<file path="src/rtl/icache_refill_ctrl_if.sv">
// Fetch, memory-port and cache-array signals of the i-cache refill controller.
// Latency: none, signal bundle only.
// Backpressure: mem_ack is the only flow control; the controller holds mem_req/mem_addr until it arrives.
interface icache_refill_ctrl_if #(
  parameter int ADDR_W = 32
);
  logic              fetch_valid;
  logic [ADDR_W-1:0] fetch_pc;
  logic              hit;
  logic              branch_taken;
  logic              stall;
  logic              mem_req;
  logic [ADDR_W-1:0] mem_addr;
  logic              mem_ack;
  logic [31:0]       mem_rdata;
  logic              cache_we;
  logic [ADDR_W-1:0] cache_waddr;
  logic [31:0]       cache_wdata;
  logic              tag_we;
  logic [ADDR_W-1:0] tag_addr;
  logic [31:0]       miss_count;

  // Controller side
  modport slave (
    input  fetch_valid, fetch_pc, hit, branch_taken, mem_ack, mem_rdata,
    output stall, mem_req, mem_addr, cache_we, cache_waddr, cache_wdata,
           tag_we, tag_addr, miss_count
  );

  // Fetch stage / memory / cache side
  modport master (
    output fetch_valid, fetch_pc, hit, branch_taken, mem_ack, mem_rdata,
    input  stall, mem_req, mem_addr, cache_we, cache_waddr, cache_wdata,
           tag_we, tag_addr, miss_count
  );
endinterface

</file>
<file path="src/rtl/icache_refill_ctrl.sv">
// I-cache miss/refill controller: stalls fetch on a miss, burst-reads the line, writes words then tag/valid.
// Latency: miss stalls same cycle; LINE_WORDS+2 cycles minimum stall, +1 per memory wait cycle.
// Backpressure: each word request is held until mem_ack; ICACHE_MISS_CNT_EN adds a saturating refill counter.
module icache_refill_ctrl #(
  parameter int LINE_WORDS = 4,
  parameter int ADDR_W     = 32
) (
  input logic                CLK,
  input logic                RST,
  icache_refill_ctrl_if.slave bus
);
  localparam int CNT_W = $clog2(LINE_WORDS);
  localparam int OFF_W = CNT_W + 2;

  typedef enum logic [1:0] {IDLE, REQ, DONE} state_t;

  state_t            state, state_nxt;
  logic [ADDR_W-1:0] base;
  logic [CNT_W-1:0]  cnt;
  logic              miss;
  logic              last_word;
  logic              start;
  logic              word_ack;

  assign miss      = bus.fetch_valid && !bus.hit;
  assign last_word = (cnt == CNT_W'(LINE_WORDS - 1));
  assign start     = (state == IDLE) && miss;
  assign word_ack  = (state == REQ) && bus.mem_ack;

  // Redirects never abort a refill, and the in-line offset of the PC is irrelevant.
  logic unused_ok;
  assign unused_ok = ^{bus.branch_taken, bus.fetch_pc[OFF_W-1:0]};

  // Word address walks inside the line only; cnt wraps to 0 after the last word.
  assign bus.mem_addr = base + (ADDR_W'(cnt) << 2);
  assign bus.tag_addr = base;

  // State register
  always_ff @(posedge CLK) begin
    if (RST) state <= IDLE;
    else     state <= state_nxt;
  end

  // Next-state and the state-decoded outputs
  always_comb begin
    state_nxt   = state;
    bus.mem_req = 1'b0;
    bus.tag_we  = 1'b0;
    bus.stall   = miss;
    case (state)
      IDLE: begin
        if (miss) state_nxt = REQ;
      end
      REQ: begin
        bus.mem_req = 1'b1;
        bus.stall   = 1'b1;
        if (bus.mem_ack && last_word) state_nxt = DONE;
      end
      DONE: begin
        bus.tag_we = 1'b1;
        bus.stall  = 1'b1;
        state_nxt  = IDLE;
      end
      default: state_nxt = IDLE;
    endcase
  end

  // Line base latched on miss detection; word index advances on each accepted word
  always_ff @(posedge CLK) begin
    if (RST) begin
      base <= '0;
      cnt  <= '0;
    end else if (start) begin
      base <= {bus.fetch_pc[ADDR_W-1:OFF_W], OFF_W'(0)};
      cnt  <= '0;
    end else if (word_ack) begin
      cnt <= cnt + 1'b1;
    end
  end

  // Returned word is registered and written into the data array the following cycle
  always_ff @(posedge CLK) begin
    if (RST) begin
      bus.cache_we    <= 1'b0;
      bus.cache_waddr <= '0;
      bus.cache_wdata <= '0;
    end else begin
      bus.cache_we <= word_ack;
      if (word_ack) begin
        bus.cache_waddr <= bus.mem_addr;
        bus.cache_wdata <= bus.mem_rdata;
      end
    end
  end

`ifdef ICACHE_MISS_CNT_EN
  logic [31:0] miss_cnt_q;

  // Count refill starts, saturating at all ones
  always_ff @(posedge CLK) begin
    if (RST)                                 miss_cnt_q <= '0;
    else if (start && (miss_cnt_q != '1))    miss_cnt_q <= miss_cnt_q + 32'd1;
  end

  assign bus.miss_count = miss_cnt_q;
`else
  assign bus.miss_count = '0;
`endif

endmodule

</file>
<file path="src/flat_wrapper.sv">
// flat-port wrapper written by rule: the top's interface ports become plain ports
module icache_refill_ctrl_flat 
#(
  parameter int LINE_WORDS = 4,
  parameter int ADDR_W     = 32
)
  (CLK, RST, bus_fetch_valid, bus_fetch_pc, bus_hit, bus_branch_taken, bus_mem_ack, bus_mem_rdata, bus_stall, bus_mem_req, bus_mem_addr, bus_cache_we, bus_cache_waddr, bus_cache_wdata, bus_tag_we, bus_tag_addr, bus_miss_count);
  icache_refill_ctrl_if #(.ADDR_W(ADDR_W)) bus_i ();
  input logic CLK;
  input logic RST;
  input wire logic [$bits(bus_i.fetch_valid)-1:0] bus_fetch_valid;
  input wire logic [$bits(bus_i.fetch_pc)-1:0] bus_fetch_pc;
  input wire logic [$bits(bus_i.hit)-1:0] bus_hit;
  input wire logic [$bits(bus_i.branch_taken)-1:0] bus_branch_taken;
  input wire logic [$bits(bus_i.mem_ack)-1:0] bus_mem_ack;
  input wire logic [$bits(bus_i.mem_rdata)-1:0] bus_mem_rdata;
  output wire logic [$bits(bus_i.stall)-1:0] bus_stall;
  output wire logic [$bits(bus_i.mem_req)-1:0] bus_mem_req;
  output wire logic [$bits(bus_i.mem_addr)-1:0] bus_mem_addr;
  output wire logic [$bits(bus_i.cache_we)-1:0] bus_cache_we;
  output wire logic [$bits(bus_i.cache_waddr)-1:0] bus_cache_waddr;
  output wire logic [$bits(bus_i.cache_wdata)-1:0] bus_cache_wdata;
  output wire logic [$bits(bus_i.tag_we)-1:0] bus_tag_we;
  output wire logic [$bits(bus_i.tag_addr)-1:0] bus_tag_addr;
  output wire logic [$bits(bus_i.miss_count)-1:0] bus_miss_count;
  assign bus_i.fetch_valid = bus_fetch_valid;
  assign bus_i.fetch_pc = bus_fetch_pc;
  assign bus_i.hit = bus_hit;
  assign bus_i.branch_taken = bus_branch_taken;
  assign bus_i.mem_ack = bus_mem_ack;
  assign bus_i.mem_rdata = bus_mem_rdata;
  assign bus_stall = bus_i.stall;
  assign bus_mem_req = bus_i.mem_req;
  assign bus_mem_addr = bus_i.mem_addr;
  assign bus_cache_we = bus_i.cache_we;
  assign bus_cache_waddr = bus_i.cache_waddr;
  assign bus_cache_wdata = bus_i.cache_wdata;
  assign bus_tag_we = bus_i.tag_we;
  assign bus_tag_addr = bus_i.tag_addr;
  assign bus_miss_count = bus_i.miss_count;
  icache_refill_ctrl #(.LINE_WORDS(LINE_WORDS), .ADDR_W(ADDR_W)) u_core (.CLK(CLK), .RST(RST), .bus(bus_i));
endmodule
</file>
<file path="config.mk">
export PLATFORM = sky130hd
export DESIGN_NAME = icache_refill_ctrl_flat
export DESIGN_NICKNAME = d
export VERILOG_FILES = /design/src/rtl/icache_refill_ctrl_if.sv /design/src/rtl/icache_refill_ctrl.sv /design/src/flat_wrapper.sv
export SDC_FILE = /design/constraint.sdc
export NUM_CORES = 1
export LEC_CHECK = 0
export CORE_UTILIZATION = 38
export DETAILED_ROUTE_END_ITERATION = 16
export PLACE_DENSITY_LB_ADDON = 0.3
export SKIP_LAST_GASP = 1
export SLEW_MARGIN = 20
export SYNTH_ARGS = -nofsm -noshare
export SYNTH_HDL_FRONTEND = slang
export SYNTH_SLANG_ARGS = --single-unit
export TNS_END_PERCENT = 50
</file>
<file path="constraint.sdc">
create_clock -name CLK -period 1.5 [get_ports CLK]
set_input_delay 0.225 -clock CLK [delete_from_list [all_inputs] [get_ports CLK]]
set_output_delay 0.225 -clock CLK [all_outputs]
set_load 0.01 [all_outputs]
</file>
==> results of run 1 <==
## cell usage after synthesis (2+ instances only)
cell type / count
ha_1: 4
nand2_1: 182
a21oi_2: 13
dfxtp_1: 95
buf_8: 7
nand2b_1: 2
buf_2: 15
clkbuf_1: 5
inv_1: 3
nor3_1: 2
a21oi_1: 78
buf_4: 71
## worst paths after layout
check	from	to	cells after the start
max	u_core.state[0]$_SDFFE_PP0P_	bus_stall	4
min	RST	u_core.bus.cache_waddr[2]$_SDFFE_PP0P_	2
max reg2reg	u_core.state[0]$_SDFFE_PP0P_	u_core.state[1]$_SDFFE_PP0P_	5
min reg2reg	u_core.bus.cache_waddr[7]$_SDFFE_PP0P_	u_core.bus.cache_waddr[7]$_SDFFE_PP0P_	2
## cell type report
class,count,area [um2]
multi-input cells,331,1504
fillers,962,4243
well taps,136,170.2
inverters,3,11.26
flip-flops and latches,95,1916
repair buffers,208,2176
clock inverters,4,70.07
clock buffers,11,141.4
## metrics by stage
step                hold slack (ns)  setup WS (ns)  util [%]
finish                       0.2340       -0.02797     58.53
global route                 0.2457       -0.08206     58.53
CTS                          0.2169       -0.06593     57.20
detailed placement           0.4455        -0.1432     55.55
floorplan                    0.3594         0.1646         -
global placement             0.4411        -0.1302     55.55
## state kept, by name (all words and copies together), names as in the netlist
signal	flops
u_core.cnt	2
u_core.bus.cache_wdata	32
u_core.bus.cache_we	1
u_core.bus.cache_waddr	30
u_core.bus.tag_addr	28
u_core.state	2
## critical path, stage by stage (launching register included)
cell and delay, ns:
dfxtp_2 0.33, inv_1 0.05, ha_1 0.30, nand2b_4 0.15
buf_6 0.12
## report_power, final
group / internal, W / leakage (nW) / switching, W
sequential: 0.00262 / 0.774 / 0.0000685
clock: 0.000971 / 0.109 / 0.000840
combinational: 0.000515 / 2.00 / 0.000480
total: 0.00410 / 2.88 / 0.00139
## what timing repair did
item / in CTS / in global routing
cloned: 0 / 1
pin swaps: 1 / 2
buffers inserted: 1 / 1
resized for setup: 65 / 39
endpoints found under the setup margin: 100 / 100
hold buffers: 0 / 0
## metal layers
metal | vias to the layer above | part of all wire [%]
met5 | - | 0
met4 | 0 | 2.6
met3 | 19 | 6.3
met2 | 142 | 50
met1 | 1598 | 41
li1 | 1758 | -
## cells by family (layout without fill, tap and decap cells)
| logic type | after synthesis | in the layout |
|---|---|---|
| simple gates | 190 | 190 |
| other cells | 1 | 40 |
| xor+xnor | 1 | 1 |
| compound gates | 95 | 95 |
| buf+inv | 101 | 226 |
| fa+ha+maj | 4 | 4 |
| mux | 1 | 1 |
| flops | 95 | 95 |
==> key figures, run 1 <==
Placed design
  – Placer Congestion: 0.7446
  – Port bufs: 188
  – Post-placement cell count: 770
  – Post-DP HPWL: 7319 um
  – Placed Area: 5683 um2

Clock tree
  – Clk slew on worst S/H paths: 0.09 ns
  – CTS tree: built
  – CTS sink cnt: 95
  – CTS Buf Count: 9
  – Skew-Pair Late Insertion Delay: 0.36 ns
  – Root buffer cell: clkbuf_8
  – H-tree depth: 3
  – Clock buffer depth: 2

Timing
  – Max-slew violations: 0
  – Setup ws final: -0.02797 ns
  – Minimum clock period: 1.528 ns
  – Total Neg Setup Slack: -0.02797 ns
  – Max Clock Skew: 0.007400 ns
  – FMAX: 0.6545 GHz
  – Final worst-path cycle share: 101.9%
  – Hold Violations, Final: 0
  – RSZ-0062 raised after global routing: yes
  – Final setup viols: 1

Synth
  – Yosys reg bits: 95
  – Yosys top cell by area: dfxtp_1
  – Most common flop cell mapped by yosys: dfxtp_1
  – Post-synthesis simple-gate area fraction: 18.38%
  – Post-Synth XOR/XNOR Area: 0.2196%
  – Synth unique cells: 23
  – Mapped Cells: 488
  – Top cells by area, synth: dfxtp_1 48%, nand2_1 17%, buf_4 13%
  – Post-synthesis cell area: 3989 um2
  – Synth Area in Compound Gates: 13.49%
  – Mean Syn Cell Area: 8.174 um2
  – Post-synthesis mux area share: 0.2509%
  – Synth Area in Adders: 1.255%
  – Ys async rst share: 0%
  – Ys Warns: 0
  – Seq/Total Area, Yosys: 47.68%
  – Top-area cell type share of the netlist area: 47.68%
  – Largest family of logic cells by synthesized area: buffers and inverters
  – Number of flops mapped to enable cells by yosys: 0

Detailed routing
  – Vias per cell: 4.463
  – Initial DRC count: 123
  – DR DRC count: 0
  – First-pass DRT Iterations: 4
  – Post-route ant nets: 0
  – Via count: 3517
  – Routed WL: 10470 um
  – WL/cell: 13.28 um

Finish
  – Antenna cell count: 0
  – Share of cells above drive strength 1: 10.12%
  – Most common cell after layout, fill and taps aside: nand2_1
  – Area Overhead vs Synth: 50.13%
  – Layout net count: 722
  – Design Area, Final: 5988 um2
  – Final non-filler cell total: 788
  – Most frequent cells in the layout: 181 x nand2_1, 109 x clkdlybuf4s50_1, 84 x dfxtp_1

Worst setup path
  – Critical path launch point type: flop
  – Flop-to-flop setup slack: 0.10 ns
  – Worst Setup End Kind: output port
  – Critical Path Fanout Max: 2
  – Worst EP required: 1.27 ns
  – Worst setup path class: flop to output port
  – CP arrival: 1.30 ns

Job
  – Max_cap viols: 0

Worst hold path
  – Hold Crit Class: primary input to flop

Pwr
  – Overall Power: 0.005493 W
  – Pwr dens: 917.4 nW/um2
  – Worst VDD drop: 0.4618 mV
  – LEAKAGE: 2.882 nW

Global routing
  – Total gr overflow: 0
  – First-pass GRT wire length: 15860 um
  – GRT Max-Usage Layer: met2
  – Initial antenna violation count: 0
  – GRT Total Usage: 18.54%
  – M2 GR Usage: 32.97%
  – Pin count of the biggest net entering global routing: 37
  – GRT met3 Usage: 4.135%
  – Met1 Usage GRT: 20.43%
  – Vias in the first global route: 3276

Die
  – Rows: 37
  – # IOs: 234
  – Die W: 104.5 um
  – Core area: 10230 um2
  – Die Area: 10910 um2
  – Die H: 104.5 um
  – Initial Util: 38.99%

Run status
  – Violated checks: negative setup slack
  – Outcome: finished, violations left
No activity file was read; power rests on OpenSTA's default activity.
==> inputs of run 2 (changes only) <==
--- a/config.mk
+++ b/config.mk
@@ -5,11 +5,12 @@
 export SDC_FILE = /design/constraint.sdc
 export NUM_CORES = 1
 export LEC_CHECK = 0
-export CORE_UTILIZATION = 38
+export CORE_UTILIZATION = 40
 export DETAILED_ROUTE_END_ITERATION = 16
+export DONT_BUFFER_PORTS = 1
 export PLACE_DENSITY_LB_ADDON = 0.3
 export SKIP_LAST_GASP = 1
-export SLEW_MARGIN = 20
+export SLEW_MARGIN = 5
 export SYNTH_ARGS = -nofsm -noshare
 export SYNTH_HDL_FRONTEND = slang
 export SYNTH_SLANG_ARGS = --single-unit
==> key figures, run 2 (same netlist as run 1, synthesis figures left out) <==
Run status
  – Outcome: finished, violations left
  – Violated checks: negative hold slack

Pwr
  – Sw Ratio: 26.93%
  – Worst VDD drop: 0.4048 mV
  – LEAKAGE: 1.384 nW
  – Overall Power: 0.004845 W
  – Pwr dens: 1232 nW/um2
  – Internal: 0.003541 W
  – Sequential share of power: 57.2%
  – P_sw: 0.001305 W
  – Gate power share: 8.9%
  – Clock power frac: 33.9%

Clock tree
  – Clk slew on worst S/H paths: 0.09 ns
  – Clock buffer depth: 2
  – CTS sink cnt: 95
  – Skew-Pair Late Insertion Delay: 0.36 ns
  – H-tree depth: 3
  – CTS Buf Count: 9
  – CTS tree: built
  – Root buffer cell: clkbuf_8
  – Post-CTS Setup Inserts: 0

Worst setup path
  – Buf/Inv on CP: 1
  – R2R depth: 5
  – R2r endpoint: u_core.state[1]$_SDFFE_PP0P_
  – Flop-to-flop setup slack: 0.09 ns
  – CP Cell Sequence: inv_1 > ha_1 > nand2b_4
  – Worst setup path class: flop to output port
  – Critical path launch point type: flop
  – Worst Setup End Kind: output port
  – Worst stage delay on the critical path: 0.34 ns
  – CP top delay family: flip-flops
  – CP arrival: 1.20 ns
  – Worst path slowest cell: dfxtp_2
  – Critical Path Fanout Max: 3
  – Worst EP required: 1.27 ns
  – RR Startpoint: u_core.state[1]$_SDFFE_PP0P_

Finish
  – Area Overhead vs Synth: -1.380%
  – Reg with most FFs: u_core.bus.cache_wdata
  – Layout net count: 524
  – Most frequent cells in the layout: 181 x nand2_1, 93 x dfxtp_1, 78 x a21oi_1
  – Most common cell after layout, fill and taps aside: nand2_1
  – Share of cells above drive strength 1: 9.670%
  – Largest register FFs: 32
  – Antenna cell count: 0

Global routing
  – First-pass GRT wire length: 12120 um
  – Vias in the first global route: 2436
  – GRT Total Usage: 15.63%
  – Initial antenna violation count: 0
  – Pin count of the biggest net entering global routing: 96
  – Total gr overflow: 0

Timing
  – Minimum clock period: 1.426 ns
  – Total Neg Setup Slack: 0 ns
  – Max-slew violations: 0
  – Final setup viols: 0
  – Final worst-path cycle share: 95.07%
  – Min Hold Slack: -0.07862 ns
  – RSZ-0062 raised after global routing: no
  – Max Clock Skew: 0.004564 ns
  – FMAX: 0.7012 GHz
  – Hold Violations, Final: 94

Worst hold path
  – Hold_sp: RST
  – Hold-critical path depth: 1
  – Hold Crit Class: primary input to flop
  – WHS Endpoint: u_core.bus.cache_wdata[1]$_SDFFE_PP0P_

Die
  – Die H: 101.9 um
  – # IOs: 234
  – Die W: 101.9 um
  – Core area: 9729 um2
  – Die Area: 10380 um2
  – Initial Util: 41.00%
  – Rows: 36

Detailed routing
  – WL/cell: 14.66 um
  – DR DRC count: 0
  – Initial DRC count: 83
  – First-pass DRT Iterations: 5
  – Via count: 2815
  – Routed WL: 8621 um
  – Post-route ant nets: 0
  – Vias per cell: 4.787

Placed design
  – Post-DP HPWL: 5629 um
  – Port bufs: 0
  – Placer Congestion: 0.7188

Job
  – Max_cap viols: 0
[run 2: cell type report]
cell class                 instances  area, um2
fill                            1008       5796
timing repair buffer              10      158.9
clock inverter                     6      61.31
multi-input combinational        331       1504
clock buffer                      10      127.6
sequential                        95       1904
inverter                           3      11.26
tap                              133      166.4
[run 2: worst register-to-register path: cells and delay by family (launching register included)]
family	cells	cell delay (ns)
AOI/OAI and AO/OA	3	0.66
DFF	1	0.33
adders and majority gates	1	0.24
buffers and inverters	1	0.08
[run 2: routing by layer]
metal / GRT usage [%] / part of all wire (%) / vias to the layer above
met3: 4.309 / 6.9 / 21
met1: 16.78 / 41 / 1301
met2: 26.92 / 49 / 130
met4: 10.55 / 3.3 / 0
met5: 0 / 0 / -
li1: - / - / 1363
[run 2: power groups by stage]
| stage | clock network [W] | logic (W) | registers (W) |
|---|---|---|---|
| after global placement | 0 | 0.000400 | 0.00283 |
| after floorplan | 0 | 0.000537 | 0.00278 |
| final | 0.00164 | 0.000432 | 0.00277 |
| after global routing | 0.00181 | 0.000487 | 0.00279 |
| after detailed placement | 0 | 0.000412 | 0.00283 |
| after CTS | 0.00171 | 0.000423 | 0.00277 |
[run 2: worst max-delay path by stage]
stage                                 start                                      to  slack, ns  cells past startpoint
6_report       u_core.state[0]$_SDFFE_PP0P_                               bus_stall       0.07                      3
5_1_grt        u_core.state[0]$_SDFFE_PP0P_                               bus_stall       0.02                      3
4_1_cts        u_core.state[0]$_SDFFE_PP0P_                               bus_stall       0.02                      3
3_5_place_dp   u_core.state[1]$_SDFFE_PP0P_              u_core.cnt[0]$_SDFFE_PP0P_       0.06                      6
3_3_place_gp   u_core.state[1]$_SDFFE_PP0P_              u_core.cnt[0]$_SDFFE_PP0P_       0.09                      6
2_1_floorplan  u_core.state[1]$_SDFFE_PP0P_  u_core.bus.cache_waddr[2]$_SDFFE_PP0P_       0.16                      7
[run 2: through the flow]
step	worst slack (ns)	instances	hold slack [ns]	cell area, um2	utilization [%]
after floorplan	0.1646	527	0.3594	4135	-
after global placement	0.09216	571	0.2987	3702	38.05
after detailed placement	0.06163	571	0.2998	3702	38.05
after CTS	0.02108	587	-0.1054	3899	40.07
after global routing	0.01575	588	-0.1028	3934	40.43
final	0.07391	588	-0.07862	3934	40.43
[run 2: timing repair]
item                                   4_1_cts  5_1_grt
resized for setup                            1        5
gates cloned                                 0        1
setup endpoints to repair                    1       67
endpoints found under the hold margin       94       93
